`src/rtl/fifo_pkg.sv`:
```
// Shared definitions for the asynchronous FIFO: default sizes, Gray-code helpers
// and the write-side full compare.
package fifo_pkg;

    localparam int unsigned ADDRSIZE_DEF = 8;
    localparam int unsigned DSIZE_DEF    = 8;
    localparam int unsigned PTR_MAXW     = 32;

    // Operands are zero-extended pointers; callers truncate the result to their width.
    function automatic logic [PTR_MAXW-1:0] bin2gray(input logic [PTR_MAXW-1:0] b);
        return b ^ (b >> 1);
    endfunction

    function automatic logic [PTR_MAXW-1:0] gray2bin(input logic [PTR_MAXW-1:0] g);
        logic [PTR_MAXW-1:0] b;
        b = '0;
        for (int unsigned i = 0; i < PTR_MAXW; i++) begin
            b[i] = ^(g >> i);
        end
        return b;
    endfunction

    // Full when the write Gray pointer equals the read pointer with its top two bits inverted.
    function automatic logic full_match(input logic [PTR_MAXW-1:0] wgray,
                                        input logic [PTR_MAXW-1:0] rgray,
                                        input int unsigned         ptr_w);
        return wgray == (rgray ^ (PTR_MAXW'(3) << (ptr_w - 2)));
    endfunction

endpackage

```
`src/rtl/fifo_wr_arb_ctrl_rr_arbiter.sv`:
```
// Round-robin arbiter: one-hot grant searching upward from the last granted requester.
module rr_arbiter #(
    parameter int unsigned NREQ = 4
) (
    input  logic            clk,
    input  logic            rst_n,
    input  logic [NREQ-1:0] req,
    input  logic            enable,
    output logic [NREQ-1:0] gnt
);

    localparam int unsigned LW = (NREQ > 1) ? $clog2(NREQ) : 1;

    logic [LW-1:0] last_q;
    logic [LW-1:0] last_d;
    logic [LW-1:0] idx;
    logic          found;

    // Grant is suppressed while reset is asserted so no write slips through.
    always_comb begin
        gnt    = '0;
        last_d = last_q;
        found  = 1'b0;
        idx    = '0;
        if (rst_n && enable) begin
            for (int unsigned off = 1; off <= NREQ; off++) begin
                idx = LW'((32'(last_q) + off) % NREQ);
                if (!found && req[idx]) begin
                    gnt[idx] = 1'b1;
                    last_d   = idx;
                    found    = 1'b1;
                end
            end
        end
    end

    always_ff @(posedge clk) begin
        if (!rst_n) begin
            last_q <= LW'(NREQ - 1);
        end else begin
            last_q <= last_d;
        end
    end

endmodule

```
`src/rtl/fifo_wr_arb_ctrl.sv`:
```
// Write-side FIFO controller: arbitrates NREQ writers, maintains write pointers and full flag.
// Optional registered almost-full output enabled by defining WR_ALMOST_FULL_EN.
module fifo_wr_arb_ctrl
    import fifo_pkg::*;
#(
    parameter int unsigned ADDRSIZE     = ADDRSIZE_DEF,
    parameter int unsigned DSIZE        = DSIZE_DEF,
    parameter int unsigned NREQ         = 4,
    parameter int unsigned AFULL_THRESH = (2 ** ADDRSIZE) - 4
) (
    input  logic                  wclk,
    input  logic                  wrst_n,
    input  logic [NREQ-1:0]       req,
    input  logic [NREQ*DSIZE-1:0] req_data,
    input  logic [ADDRSIZE:0]     wq2_rptr,
    output logic [NREQ-1:0]       gnt,
    output logic                  wclken,
    output logic [ADDRSIZE-1:0]   waddr,
    output logic [DSIZE-1:0]      wdata,
    output logic [ADDRSIZE:0]     wptr,
    output logic                  wfull
`ifdef WR_ALMOST_FULL_EN
   ,output logic                  wafull
`endif
);

    localparam int unsigned PW = ADDRSIZE + 1;

    logic [PW-1:0] wbin_q;
    logic [PW-1:0] wbin_d;
    logic [PW-1:0] wptr_q;
    logic [PW-1:0] wgray_d;
    logic          wfull_q;
    logic          wfull_d;
    logic          winc;

    rr_arbiter #(
        .NREQ (NREQ)
    ) u_arb (
        .clk    (wclk),
        .rst_n  (wrst_n),
        .req    (req),
        .enable (!wfull_q),
        .gnt    (gnt)
    );

    // Data mux: slice of the granted requester, zero when idle.
    always_comb begin
        wdata = '0;
        for (int unsigned i = 0; i < NREQ; i++) begin
            if (gnt[i]) begin
                wdata = req_data[i*DSIZE +: DSIZE];
            end
        end
    end

    assign winc    = |gnt;
    assign wclken  = winc;
    assign waddr   = wbin_q[ADDRSIZE-1:0];
    assign wbin_d  = wbin_q + PW'(winc);
    assign wgray_d = PW'(bin2gray(PTR_MAXW'(wbin_d)));
    assign wfull_d = full_match(PTR_MAXW'(wgray_d), PTR_MAXW'(wq2_rptr), PW);

    always_ff @(posedge wclk) begin
        if (!wrst_n) begin
            wbin_q  <= '0;
            wptr_q  <= '0;
            wfull_q <= 1'b0;
        end else begin
            wbin_q  <= wbin_d;
            wptr_q  <= wgray_d;
            wfull_q <= wfull_d;
        end
    end

    assign wptr  = wptr_q;
    assign wfull = wfull_q;

`ifdef WR_ALMOST_FULL_EN
    logic [PW-1:0] rbin_s;
    logic [PW-1:0] occ_d;
    logic          wafull_q;
    logic          wafull_d;

    // Occupancy seen from the write side, using the synchronized read pointer.
    assign rbin_s   = PW'(gray2bin(PTR_MAXW'(wq2_rptr)));
    assign occ_d    = wbin_d - rbin_s;
    assign wafull_d = (32'(occ_d) >= 32'(AFULL_THRESH));

    always_ff @(posedge wclk) begin
        if (!wrst_n) begin
            wafull_q <= 1'b0;
        end else begin
            wafull_q <= wafull_d;
        end
    end

    assign wafull = wafull_q;
`endif

endmodule

```
`config.mk`:
```
export PLATFORM = sky130hd
export DESIGN_NAME = fifo_wr_arb_ctrl
export DESIGN_NICKNAME = d
export VERILOG_FILES = /design/src/rtl/fifo_pkg.sv /design/src/rtl/fifo_wr_arb_ctrl_rr_arbiter.sv /design/src/rtl/fifo_wr_arb_ctrl.sv
export SDC_FILE = /design/constraint.sdc
export NUM_CORES = 1
export LEC_CHECK = 0
export CAP_MARGIN = 30
export CORE_ASPECT_RATIO = 0.6
export CORE_MARGIN = 2
export CORE_UTILIZATION = 45
export CTS_CLUSTER_SIZE = 10
export DETAILED_ROUTE_END_ITERATION = 6
export HOLD_SLACK_MARGIN = 0.08
export PLACE_DENSITY = 0.9
export SYNTH_ARGS = -nofsm -noshare
export SYNTH_HDL_FRONTEND = slang
export SYNTH_SLANG_ARGS = --single-unit
export TNS_END_PERCENT = 30
```
`constraint.sdc`:
```
create_clock -name wclk -period 15.3 [get_ports wclk]
set_clock_uncertainty 0.15 [all_clocks]
set_input_delay 1.53 -clock wclk [delete_from_list [all_inputs] [get_ports wclk]]
set_output_delay 1.53 -clock wclk [all_outputs]
set_load 0.01 [all_outputs]
```
Word level (Yosys, flattened, before mapping). Cells that the tools add are included.

Bits in registers: 21. Input bits: 47. Output and inout port bits: 31. Logic and storage cells: 76.

$add $sub $neg: 5. Magnitude comparators: 8. Eq/ne operators: 1. Mux-type cells: 38. Bitwise operators: 5. Reduce and logical (&&, ||, !) cells: 15.

Operators with widths (count): $mux 4 (8); $mux 8 (4); $mux 1 (14); $lt 2x3->1 const B (4); $or 4x4->4 (3); $add 9x1->9 (1); $eq 9x9->1 (1); $xor 9x8->9 (1); $bmux 1 s2 (4); $demux 1 s2 (4); $ge 2x1->1 const B (4); $logic_and 1x1->1 (8); $mux 2 (4); $add 2x1->2 const B (2); $add 2x2->2 const B (2); $logic_not 1->1 (4); $reduce_bool 4->1 (1); $reduce_or 4->1 (1); $not 2->2 (1); $reduce_and 2->1 (1).

Longest topological paths before layout. Gate-level depths: netlist of run 1.

Word-level depth: 21. Gate-level depth with buffers: 18. Mapped depth without buffers: 16.

By module. A second synthesis of run 1 with hierarchy kept.

Cell total of the unflattened synthesis: 262. Area, all modules: 2110.8 sq um.

By module, submodules not included: fifo_wr_arb_ctrl (times used 1, cells an instance 197, area each 1542.7 sq um, seq. area each 360.3 sq um); rr_arbiter (times used 1, cells an instance 65, area each 568.0 sq um, seq. area each 40.0 sq um).

Worst setup path after synthesis of run 1. No wires, ideal clock.

Path kind: input to register. Start point: input req[0]. End point: register wfull_q, in the netlist wfull. Setup time: 0.115 ns. Data arrival time: 5.190 ns. Data required time: 15.035 ns. Slack: 9.846 ns. Stages: 15. Buffers on the path: 1. Cell sequence: mux4_2 and2b_4 a221oi_4 and2_1 buf_6 a21o_1 or3b_1 ha_1 ha_1 nand2_1 nor2_1 xnor2_1 xor2_1 or3_1 a2111oi_0.

Word-level cells in the longest chain between the ends: 20. Elaborated cells on any way between the ends: 35. Classes of those cells: 1 x add/sub; 1 x eq/ne; 22 x mux; 4 x bitwise; 7 x reduce/logical.

RTL lines: start, declared (RTL line fifo_wr_arb_ctrl.sv:13) `input logic [NREQ-1:0] req,`; $bmux 1 s2 (RTL line fifo_wr_arb_ctrl_rr_arbiter.sv:28) `if (!found && req[idx]) begin`; $mux 1 (not written as such) (RTL line fifo_wr_arb_ctrl_rr_arbiter.sv:28); $mux 1 (RTL line fifo_wr_arb_ctrl_rr_arbiter.sv:28); $mux 1 (RTL line fifo_wr_arb_ctrl_rr_arbiter.sv:25) `if (rst_n && enable) begin`; $logic_not 1->1 (RTL line fifo_wr_arb_ctrl_rr_arbiter.sv:28); $logic_and 1x1->1 (RTL line fifo_wr_arb_ctrl_rr_arbiter.sv:28); $mux 1 (RTL line fifo_wr_arb_ctrl_rr_arbiter.sv:28); $mux 1 (RTL line fifo_wr_arb_ctrl_rr_arbiter.sv:25); (+5 left out); $logic_and 1x1->1 (RTL line fifo_wr_arb_ctrl_rr_arbiter.sv:28); $mux 4 (*) (RTL line fifo_wr_arb_ctrl_rr_arbiter.sv:28); $mux 4 (*) (RTL line fifo_wr_arb_ctrl_rr_arbiter.sv:25); $reduce_or 4->1 (*) (RTL line fifo_wr_arb_ctrl.sv:57) `assign winc = |gnt;`; net wclken (RTL line fifo_wr_arb_ctrl.sv:17) `output logic wclken,`; $add 9x1->9 (*) (RTL line fifo_wr_arb_ctrl.sv:60) `assign wbin_d = wbin_q + PW'(winc);`; $xor 9x8->9 (*) (RTL line fifo_pkg.sv:11) `return b ^ (b >> 1);`; $eq 9x9->1 (*) (RTL line fifo_pkg.sv:27) `return wgray == (rgray ^ (PTR_MAXW'(3) << (ptr_w - 2)));`; end signal, assigned (RTL line fifo_wr_arb_ctrl.sv:72) `wfull_q <= wfull_d;`; end, declared (RTL line fifo_wr_arb_ctrl.sv:33) `logic wfull_q;`.

Mark *: on every way through the listed nets, which the timed path passes. The rest lies on a longest branch. The select of a mux whose other input is x is not followed. A chain may end at the register's enable or synchronous reset.

Final worst setup path of run 1.
Start point: input req[0]. End point: output wclken.

Word-level cells in the longest chain between the ends: 17. Elaborated cells on any way between the ends: 32. Classes of those cells: 22 x mux; 3 x bitwise; 7 x reduce/logical.

RTL lines (RTL line): $bmux 1 s2 (fifo_wr_arb_ctrl_rr_arbiter.sv:28); $mux 1 (not written as such) (fifo_wr_arb_ctrl_rr_arbiter.sv:28); $mux 1 (fifo_wr_arb_ctrl_rr_arbiter.sv:28); $mux 1 (fifo_wr_arb_ctrl_rr_arbiter.sv:25); $logic_not 1->1 (fifo_wr_arb_ctrl_rr_arbiter.sv:28); $logic_and 1x1->1 (fifo_wr_arb_ctrl_rr_arbiter.sv:28); $mux 1 (fifo_wr_arb_ctrl_rr_arbiter.sv:28); $mux 1 (fifo_wr_arb_ctrl_rr_arbiter.sv:25); $logic_not 1->1 (fifo_wr_arb_ctrl_rr_arbiter.sv:28); $logic_and 1x1->1 (fifo_wr_arb_ctrl_rr_arbiter.sv:28); $mux 1 (fifo_wr_arb_ctrl_rr_arbiter.sv:28); $mux 1 (fifo_wr_arb_ctrl_rr_arbiter.sv:25); $logic_not 1->1 (fifo_wr_arb_ctrl_rr_arbiter.sv:28); $logic_and 1x1->1 (fifo_wr_arb_ctrl_rr_arbiter.sv:28); $mux 4 (*) (fifo_wr_arb_ctrl_rr_arbiter.sv:28); $mux 4 (*) (fifo_wr_arb_ctrl_rr_arbiter.sv:25); $reduce_or 4->1 (*) (fifo_wr_arb_ctrl.sv:57); end, declared (fifo_wr_arb_ctrl.sv:17).

Mark *: on every way between the ends. The rest lies on a longest branch, timed or not. The select of a mux whose other input is x is not followed.

==> run metrics, run 1 <==
FILL cells=291; post-synthesis average cell area=8.61 um^2; RePlAce Congestion=0.869; Post-synth EDFFs=0; synth top area cells=dfxtp_1 23%, ha_1 7.3%, xor2_1 7.2%; ANT cells=0; startpoint types=input pin; number of H-tree branching levels=1; Placement Cell Area=2470 um^2; DR iter-0 viols=79; grt ovf=0; initial antenna violation count=0; Cell Area, Synth=1700 um^2; Worst Path Required=13,620 ps; post-synth top area share=0.235; grt peak-use layer=met2; Inst Count DP=313; setup TNS=0 ps; top-count cell post-synth=nand2_1; minimum clock period=6350 ps; Post-synth top flop=dfxtp_1; fin area=2530 um^2; Area Growth Syn to Fin=48.4%; final hold violations=0; area of the core=3660 um^2; Chip Height=51.7 um; vias in the first global route=1,638; Worst Hold Class=reg2reg; Initial Util=0.466; Pre-Repair DR Iteration Count=4; first-pass GRT wire length=7340 um; setup slack, reg-to-reg=9560 ps; Post-route DRC=0; GR Layer Usage met3=0.0381; Port Buffers=77; Critical Path AT=4670 ps; post-DR wirelength/cell=14.2 um; endpoints failing setup=0; GRT Resource Usage Total=0.208; row cnt=17; clk sinks=20; clock root cell=clkbuf_8; outcome=finished clean; met2 Resource Use GR=0.360; grt met1 use=0.272; Slew headroom=0.527; fraction of final layout cells sized beyond drive strength 1=0.0556; post-CTS setup buffers=0; Seq/Total Area, Yosys=0.235; FMAX=158 MHz; P_leak=0.948 nW; pwr/cell area=161 nW/um^2; #FFs+latches synth=20; synthesized instance count=198; largest net degree at the start of global routing=23; CTS Buffer Depth=2; Post-Route WL=4510 um; actual slew at the worst max-slew pin=710 ps; die area=4310 um^2; Worst-Skew Late Latency=250 ps; Tcrit/Tclk final=0.415; RSZ-0062 raised after global routing=false; Max VDD drop=96.6 uV; Net count, final=328; post-synth top area cell=dfxtp_1; cts repair resizes=0; CTS tree=built; Slew Viols, Final=0; most instantiated cells after synthesis=22 x nand2_1, 20 x dfxtp_1, 15 x nor2_1; Syn Nets=255; Core Util, Final=0.691; Post-CTS Hold Buffers=0; DR vias/cell=5.32; die width=83.4 um; io pins=78; CTS Buf Count=3; MaxCap Viol Count=0; critical path peak fanout=10; CTS clk-pin slew, worst paths=70 ps; via count=1,688; Netlist cell types=44; final antenna-violating net count=0; crit path kind=in2out; Syn. warnings=0; post-detail-place hpwl=3450 um; Crit. End Element=primary output; non-filler cells, final=317; ys async rst share=0
## worst paths after layout
path	startpoint	to	depth (start not counted)
worst max register to register	u_arb.last_q[0]$_SDFFE_PN1P_	wfull$_SDFF_PN0_	16
worst min register to register	wfull$_SDFF_PN0_	u_arb.last_q[1]$_SDFFE_PN1P_	1
worst min-delay path	wfull$_SDFF_PN0_	u_arb.last_q[1]$_SDFFE_PN1P_	1
worst max-delay path	req[0]	wclken	8
## stage by stage
stage	setup WS (ps)	power, mW	hold WS (ps)
CTS	8940	0.408	439
floorplan	9850	0.270	406
detailed placement	8890	0.367	419
global placement	8950	0.365	409
global route	8760	0.440	470
finish	8950	0.407	424
## cell families after synthesis
group / Yosys count / synth area share
AND/OR/NAND/NOR: 80 / 0.257
flip-flops: 20 / 0.235
multiplexers: 5 / 0.0609
XOR/XNOR: 25 / 0.128
adder cells (fa/ha/maj): 10 / 0.0734
buffers and inverters: 14 / 0.0462
AO/OA/AOI/OAI: 44 / 0.199
## critical path: stages
cell	delay [ps]
clkdlybuf4s50_1	480
mux4_2	610
and2b_4	230
a221oi_4	400
and2_1	390
a21o_1	150
or3b_1	370
clkdlybuf4s50_1	500
## final cells by class
cell class	count	area [um^2]	share of cell area
Sequential cell	20	400	0.158
Inverter	5	18.8	0.00742
Tap cell	47	58.8	0.0233
Multi-Input combinational cell	164	1220	0.484
Clock buffer	4	55.1	0.0218
Timing Repair Buffer	77	771	0.305
## power breakdown
group / switching, mW / total (mW) / internal [mW] / leakage [nW]
clock: 0.0157 / 0.0386 / 0.0228 / 0.0288
combinational: 0.147 / 0.298 / 0.151 / 0.757
sequential: 0.0109 / 0.0704 / 0.0595 / 0.163
## flip-flops by register name, indices dropped and copies added (netlist names)
register      count
wbin_q            9
u_arb.last_q      2
wptr              8
wfull             1
## metal layers
metal | share of wire | routed length, um
met1 | 0.48 | 2180
met2 | 0.44 | 1980
met3 | 0.071 | 322
met5 | 0 | 0
met4 | 0.0064 | 29
## placed cells by master (no fill, tap or decap), types with 3 or more instances in the layout
cell / count
o31ai_1: 8
a21oi_1: 12
nor2_1: 15
nand3_1: 5
xnor2_1: 11
and2_1: 13
inv_1: 4
nor3_1: 3
nand2_1: 22
dfxtp_1: 20
a311oi_1: 8
mux4_2: 3
clkdlybuf4s50_1: 77
nor2b_1: 9
xor2_1: 14
clkbuf_8: 4
ha_1: 10
Note: power is estimated with default switching activity, not from simulation.
==> run 2: changes to the inputs <==
--- a/config.mk
+++ b/config.mk
@@ -8,11 +8,11 @@
 export CAP_MARGIN = 30
 export CORE_ASPECT_RATIO = 0.6
 export CORE_MARGIN = 2
-export CORE_UTILIZATION = 45
+export CORE_UTILIZATION = 42
 export CTS_CLUSTER_SIZE = 10
 export DETAILED_ROUTE_END_ITERATION = 6
 export HOLD_SLACK_MARGIN = 0.08
-export PLACE_DENSITY = 0.9
+export PLACE_DENSITY = 0.85
 export SYNTH_ARGS = -nofsm -noshare
 export SYNTH_HDL_FRONTEND = slang
 export SYNTH_SLANG_ARGS = --single-unit
==> constraint.sdc (replaced) <==
create_clock -name wclk -period 6.1 [get_ports wclk]
set_clock_uncertainty 0.15 [all_clocks]
set_input_delay 0.61 -clock wclk [delete_from_list [all_inputs] [get_ports wclk]]
set_output_delay 0.61 -clock wclk [all_outputs]
set_load 0.01 [all_outputs]
==> run metrics, run 2 (synthesis gave the netlist of run 1 again) <==
outcome=finished clean (unchanged); actual slew at the worst max-slew pin=734 ps (was 710 ps); hold path start=wfull$_SDFF_PN0_ (unchanged); FILL cells=320 (was 291); initial antenna violation count=0 (unchanged); MaxCap Viol Count=0 (unchanged); CTS tree=built (unchanged); Tcrit/Tclk final=0.921; Max VDD drop=222 uV (was 96.6 uV); Critical Path AT=5600 ps (was 4670 ps); first-pass GRT wire length=7490 um (was 7340 um); commonest non-fill, non-tap cell in the layout=clkdlybuf4s50_1 (unchanged); number of H-tree branching levels=1 (unchanged); register area=400 um^2 (unchanged); minimum clock period=5620 ps; met2 wire length=2060 um (was 1980 um); Worst Path Required=6090 ps (was 13,620 ps); DR vias/cell=5.24 (was 5.32); Slew Viols, Final=0 (unchanged); Initial Util=0.450 (was 0.466); Post-Route WL=4680 um (was 4510 um); ANT cells=0 (unchanged); DR iter-0 viols=75 (was 79); die width=86.2 um (was 83.4 um); GRT Resource Usage Total=0.207 (was 0.208); CTS Buf Count=3 (unchanged); met3 WL=183 um (was 322 um); die area=4600 um^2 (was 4310 um^2); Pre-Repair DR Iteration Count=4 (unchanged); final antenna-violating net count=0 (unchanged); reg2reg start=u_arb.last_q[0]$_SDFFE_PN1P_ (unchanged); row cnt=17 (unchanged); max FFs per register=9 (unchanged); DR top layer=met4 (unchanged); most frequent cells in the layout=77 x clkdlybuf4s50_1, 22 x nand2_1, 20 x dfxtp_1 (unchanged); grt ovf=0 (unchanged); Worst Hold Class=reg2reg (unchanged); Crit. End Element=flip-flop (was primary output); Slew headroom=0.510 (was 0.527); setup TNS=0 ps (unchanged); RePlAce Congestion=0.881 (was 0.869); post-route met1 wirelength=2420 um (was 2180 um); Port Buffers=77 (unchanged); Hold Slack=466 ps (was 424 ps); hold path cells=1 (unchanged); via count=1,670 (was 1,688); startpoint types=flip-flop (was input pin); area taken by multi-input logic gates=1230 um^2 (was 1220 um^2); P_leak=0.956 nW (was 0.948 nW); area of the core=3790 um^2 (was 3660 um^2); crit path kind=reg2reg (was in2out); Min-Delay Endpoint=u_arb.last_q[1]$_SDFFE_PN1P_ (unchanged); endpoints failing setup=0 (unchanged); setup slack, reg-to-reg=480 ps (was 9560 ps); Area Growth Syn to Fin=49.3% (was 48.4%); Net count, final=331 (was 328); final hold violations=0 (unchanged); clock root cell=clkbuf_8 (unchanged); clk sinks=20 (unchanged); pwr/cell area=400 nW/um^2 (was 161 nW/um^2); largest net degree at the start of global routing=23 (unchanged); vias in the first global route=1,532 (was 1,638); Post-CTS Hold Buffers=0 (unchanged); post-detail-place hpwl=3780 um (was 3450 um); FMAX=178 MHz; RSZ-0062 raised after global routing=false (unchanged); io pins=78 (unchanged); Worst-Skew Late Latency=260 ps (was 250 ps); fraction of final layout cells sized beyond drive strength 1=0.0662 (was 0.0556); post-DR wirelength/cell=14.7 um (was 14.2 um); CTS clk-pin slew, worst paths=70 ps (about the same); Chip Height=53.3 um (was 51.7 um); Post-route DRC=0 (unchanged); reg2reg path depth=16 (unchanged); CTS Buffer Depth=2 (unchanged); critical path peak fanout=13 (was 10); Top reg by flops=wbin_q (unchanged); Reg-to-Reg End=wfull$_SDFF_PN0_ (unchanged)
[run 2: changes by cell type in the layout (fill, tap and decap cells not counted), sizes merged]
cell    delta
buf        +3
clkbuf     -1
[run 2: area by class of cell]
| class | count | area share |
|---|---|---|
| clock buffer | 3 | 0.0162 |
| inverter | 5 | 0.00737 |
| multi-input combinational | 164 | 0.484 |
| sequential | 20 | 0.157 |
| tap | 47 | 0.0231 |
| timing repair buffer | 80 | 0.312 |
[run 2: timing repair]
item / in CTS / in global routing
setup buffers: 0 / 0
setup endpoints to repair: 0 / 1
gates resized for setup: 0 / 1
[run 2: stage by stage]
step / instance area (um^2) / total power [mW] / util / cells / setup slack [ps]
after global placement: 2500 / 0.918 / 0.659 / 316 / 786
final: 2540 / 1.02 / 0.672 / 319 / 484
after CTS: 2540 / 1.02 / 0.670 / 319 / 315
after detailed placement: 2500 / 0.932 / 0.659 / 316 / 405
after global routing: 2540 / 1.10 / 0.672 / 319 / 131
after floorplan: 1700 / 0.678 / - / 198 / 1160
[run 2: where the power goes]
part	internal, mW	total, mW	switching, mW
registers	0.149	0.178	0.0283
logic	0.383	0.755	0.372
clock network	0.0440	0.0859	0.0419
total	0.577	1.02	0.442
[run 2: worst max-delay path by stage]
stage | endpoint | startpoint | slack (ps) | cells after the start
2_1_floorplan | wfull$_SDFF_PN0_ | u_arb.last_q[0]$_SDFFE_PN1P_ | 1160 | 18
3_3_place_gp | wfull$_SDFF_PN0_ | u_arb.last_q[0]$_SDFFE_PN1P_ | 790 | 16
3_5_place_dp | wfull$_SDFF_PN0_ | u_arb.last_q[0]$_SDFFE_PN1P_ | 400 | 16
4_1_cts | wfull$_SDFF_PN0_ | u_arb.last_q[0]$_SDFFE_PN1P_ | 320 | 16
5_1_grt | wfull$_SDFF_PN0_ | u_arb.last_q[0]$_SDFFE_PN1P_ | 130 | 16
6_report | wfull$_SDFF_PN0_ | u_arb.last_q[0]$_SDFFE_PN1P_ | 480 | 16
[run 2: critical path, cell delays in order (launching register included)]
cell and delay [ps]:
dfxtp_1 660, inv_1 190, ha_1 400, mux4_2 620, and2b_4 230, a221oi_4 410
and2_1 410, a21o_1 160, or3b_1 370, ha_1 240, ha_1 250, nand2_1 110
nor3_1 70, xnor2_2 300, xnor2_1 140, or3_1 360, a2111oi_0 410
[run 2: routing by layer]
metal / vias up / track usage
li1: 855 / -
met1: 772 / 0.316
met2: 41 / 0.307
met3: 2 / 0.0265
met4: 0 / 0.0391
met5: - / 0
